File: src/rtl/program_counter.sv
// Program counter for the picoMIPS core: steps to the next address or loads an absolute
// branch target every clock, with an asynchronous active-high clear to address zero.
module program_counter #(
    parameter int unsigned Psize = 6
) (
    input  logic             clk,
    input  logic             reset,
    input  logic             PCincr,
    input  logic [Psize-1:0] Branchaddr,
    output logic [Psize-1:0] PCout
);

    localparam logic [Psize-1:0] PcOne = {{(Psize-1){1'b0}}, 1'b1};

    logic [Psize-1:0] pc_q;
    logic [Psize-1:0] pc_d;

    // Increment wraps naturally at 2^Psize; a branch is an absolute load.
    always_comb begin
        pc_d = pc_q;
        if (PCincr) begin
            pc_d = pc_q + PcOne;
        end else begin
            pc_d = Branchaddr;
        end
    end

    always_ff @(posedge clk or posedge reset) begin
        if (reset) begin
            pc_q <= '0;
        end else begin
            pc_q <= pc_d;
        end
    end

    assign PCout = pc_q;

endmodule

File: config.mk
export PLATFORM = sky130hd
export DESIGN_NAME = program_counter
export DESIGN_NICKNAME = d
export VERILOG_FILES = /design/src/rtl/program_counter.sv
export SDC_FILE = /design/constraint.sdc
export NUM_CORES = 1
export LEC_CHECK = 0
export BUFFER_PORTS_ARGS = -buffer_cell sky130_fd_sc_hd__buf_2
export CAP_MARGIN = 0
export CORE_AREA = 5 5 42 44
export CTS_CLUSTER_DIAMETER = 150
export DETAILED_ROUTE_END_ITERATION = 12
export DIE_AREA = 0 0 47 49
export SLEW_MARGIN = 20
export SYNTH_ARGS = -nofsm -noshare
export SYNTH_HDL_FRONTEND = slang
export SYNTH_SLANG_ARGS = --single-unit
export TNS_END_PERCENT = 1
File: constraint.sdc
create_clock -name clk -period 1.4 [get_ports clk]
set_input_delay 0.42 -clock clk [delete_from_list [all_inputs] [get_ports clk]]
set_output_delay 0.42 -clock clk [all_outputs]
set_load 0.05 [all_outputs]
==> Word level (Yosys, flattened, before mapping) <==
Index checks and enable logic that the tools add are counted.
{ "classes": {"add_sub_neg": 1, "mux": 1} }
{ "op_table": {"columns": ["operator", "n"], "rows": [
  ["$add 6x1->6 const B", 1],
  ["$mux 6", 1]
]} }
{ "totals": {"regBits": 6, "out_inout_bits": 6, "word_cells": 3} }

==> Logic depth before layout (Yosys ltp) <==
{ "depth": {"depth_word": 2, "depth_mapped": 4} }

==> Worst setup path after synthesis <==
No wires, ideal clock.
{ "synth_path": {"path_kind": "register -> register", "start": "register pc_q[2], in the netlist PCout[2]", "end": "register pc_q[5], in the netlist PCout[5]", "path_stages_with_launch": 4, "synth_period_minus_slack_ns": 1.407, "setup_time_ns": 0.082, "arrival_time_ns": 1.325, "t_required_ns": 1.318, "path_slack_ns": -0.007, "path_cell_list": "dfrtp_1 nand3_2 or3_1 a31oi_1"} }
{ "synth_via": {"elab_chain_len": 2} }
{ "synth_rtl": {"columns": ["element", "line", "rtl"], "rows": [
  ["start, declared", "15", "logic [Psize-1:0] pc_q;"],
  ["start signal, assigned", "32", "pc_q <= pc_d;"],
  ["$add 6x1->6", "22", "pc_d = pc_q + PcOne;"],
  ["$mux 6", "21", "if (PCincr) begin"],
  ["via pc_d[5]", "16", "logic [Psize-1:0] pc_d;"]
]} }
The timed path passes the listed nets, and every way through them passes these cells.

==> Final worst setup path <==
{ "layout_path": {"start": "register pc_q[2], in the netlist PCout[2]", "end": "output port PCout[2]"} }
{ "layout_lines": {"columns": ["element", "line", "rtl"], "rows": [
  ["end, declared", "10", "output logic [Psize-1:0] PCout"]
]} }
No word-level cell between the ends.

==> flow_metrics.tcl <==
set metrics [dict create \
    drt-wirelength-per-cell_um 10.6 \
    placedCellCount 57 \
    seqPwrFrac 0.369 \
    setup_viol 0 \
    leakagePower_uw 0.000196 \
    die-area_um2 2300 \
    synthTopCellsByCount "6 x dfrtp_1, 4 x nor2_1, 3 x a21oi_1, 2 x inv_1, 2 x xor2_1" \
    drt_wl_total_um 645 \
    cts_tree "done" \
    top_layer "met3" \
    tns_ns 0 \
    ir_worst_vdd_uv 470 \
    met2_length_um 308 \
    grt.total_usage 0.0664 \
    relSlewSlack 0.839 \
    hold_viol 0 \
    synth_area_leaders "dfrtp_1 52%, xor2_1 6.1%, a21oi_1 5.2%" \
    grt_pass1_vias 230 \
    path_delay_family "flip-flops" \
    p_per_area_nw_per_um2 1510 \
    largest_reg_flops 6 \
    ctsHoldBuffers 0 \
    critPathSlowestCell "dfrtp_2" \
    cts-buffers-inserted 3 \
    synth-seq-cells 6 \
    syn_to_final_growth_pct 41.6 \
    drv_cap 0 \
    die_height_um 49 \
    ios 15 \
    fmax_mhz 751 \
    p_clk_frac 0.293 \
    endpoint_kind "output pin" \
    num_antenna_cells 0 \
    met3_length_um 103 \
    regArea_um2 151 \
    rsz0062_at_grt "no" \
    place_area_um2 375 \
    clock_latency_ns 0.26 \
    hold_class "in -> async" \
    cp_max_fo 4 \
    synth.most_common_cell "dfrtp_1" \
    route.detailed.drc 0 \
    seq_area_frac_synth 0.519 \
    met1Wirelength_um 233 \
    ys.flop_type "dfrtp_1" \
    clk_pin_slew_ns 0.05 \
    start_util 0.206 \
    stdcell_area_um2 409 \
    internal-power_uw 377 \
    grt_pass1_wl_um 986 \
    multiInputGateArea_um2 126 \
    synth_edf_count 0 \
    cp.required_ns 0.98 \
    drtIter0Drc 3 \
    cp.arrival_ns 0.91 \
    fillers 170 \
    start_kind "flop" \
    avgViaCountPerCell 4.28 \
    fin_skew_ns 0.00992 \
    gr-total-overflow 0 \
    final_antenna_net_count 0 \
    clkSinkCount 6 \
    fin_crit_sh 0.951 \
    fin_nets 56 \
    synth_warnings 0 \
    cp_num_buf_inv 1 \
    synth.distinct_cells 16 \
    vias 261 \
    tightest_slew_ns 0.242 \
    synth_area_leader_cell "dfrtp_1" \
    syn_area_per_cell_um2 10.3 \
    whs_ns 0.0671 \
    worst_path_largest_cell_delay_ns 0.43 \
    gp_congestion 0.647 \
    period_minus_slack_ns 1.33 \
    status "finished, final reports clean" \
    drtPass1Iterations 4 \
    htree_levels 1 \
    path_class "reg -> out" \
    synth_fp_nets 38 \
    worstPathCellList "clkbuf_4" \
    root_buffer "clkbuf_4" \
    final_cell_count_no_fill 61 \
    post_cts_buffers 0 \
    rows 14 \
    antenna_found_initial 0 \
    power.total_uw 620 \
    drive_above_1_share 0.444 \
    switching_share 0.392 \
    portBuffers 14 \
    clk_path_buf_depth 2 \
    synth_area_um2 289 \
    grt_max_degree 11 \
    maxSlewViolCount 0 \
    synth_top_area_frac 0.519 \
    dieWidth_um 47 \
    syn_inst 28 \
    core_area_um2 1400 \
    asyncSetResetFlopFracSynth 1.00 \
    comb_power_share 0.338 \
    netSwitchingPower_uw 243 \
]
[cells by family (layout without fill, tap and decap cells)]
| logic type | Yosys count | count (layout) | synth area share |
|---|---|---|---|
| and+or+nand+nor | 8 | 8 | 0.138 |
| buffers and inverters | 3 | 20 | 0.0433 |
| DFF | 6 | 6 | 0.519 |
| adders and majority gates | 1 | 1 | 0.0433 |
| AOI/OAI and AO/OA | 5 | 5 | 0.0909 |
| xor gates and xnor gates | 3 | 3 | 0.0909 |
| muxes | 2 | 2 | 0.0736 |
[layout make-up]
| cell class | count | area share |
|---|---|---|
| sequential | 6 | 0.370 |
| clock buffer | 4 | 0.0642 |
| tap | 16 | 0.0489 |
| multi-input combinational | 19 | 0.309 |
| inverter | 2 | 0.0183 |
| timing repair buffer | 14 | 0.190 |
[what timing repair did]
action / 4_1_cts / 5_1_grt
gates resized for setup: 0 / 3
setup endpoints to repair: 0 / 3
endpoints found under the hold margin: 0 / 0
[final timing paths]
check | from | endpoint | slack (ns) | cells past startpoint
max reg2reg | PCout[2] | PCout[5] | 0.31 | 3
min in group clk | Branchaddr[0] | PCout[0] | 0.40 | 3
min reg2reg | PCout[0] | PCout[0] | 0.52 | 1
max | PCout[2] | PCout[2] | 0.07 | 1
max in group asynchronous | reset | PCout[2] | 1.12 | 2
min | reset | PCout[5] | 0.07 | 2
[cells in the final DEF, fill, tap and decap left out, types with 2 or more instances in the layout]
| cell | synthesis | layout |
|---|---|---|
| a21oi_1 | 3 | 3 |
| buf_2 | 1 | 11 |
| clkbuf_4 | 0 | 6 |
| dfrtp_1 | 6 | 5 |
| inv_1 | 2 | 2 |
| nor2_1 | 4 | 4 |
| xor2_1 | 2 | 2 |
[metal layers]
layer / track usage / vias to the layer above
li1: - / 128
met5: 0 / -
met1: 0.0711 / 117
met4: 0.0415 / 0
met2: 0.0837 / 16
met3: 0.0590 / 0
[metrics by stage]
| step | util | worst slack (ns) |
|---|---|---|
| 6_report | 0.292 | 0.0687 |
| 5_1_grt | 0.292 | 0.0232 |
| 4_1_cts | 0.287 | 0.0372 |
| 3_5_place_dp | 0.268 | 0.307 |
| 3_3_place_gp | 0.268 | 0.306 |
| 2_1_floorplan | - | 0.0134 |
[power by group through the flow]
stage / registers [µW] / logic (µW) / clock network, µW
2_1_floorplan: 324 / 60.9 / 0
3_3_place_gp: 231 / 204 / 0
3_5_place_dp: 232 / 205 / 0
4_1_cts: 229 / 207 / 188
5_1_grt: 233 / 226 / 208
6_report: 229 / 209 / 181
Power figures use the tool's default switching activity.
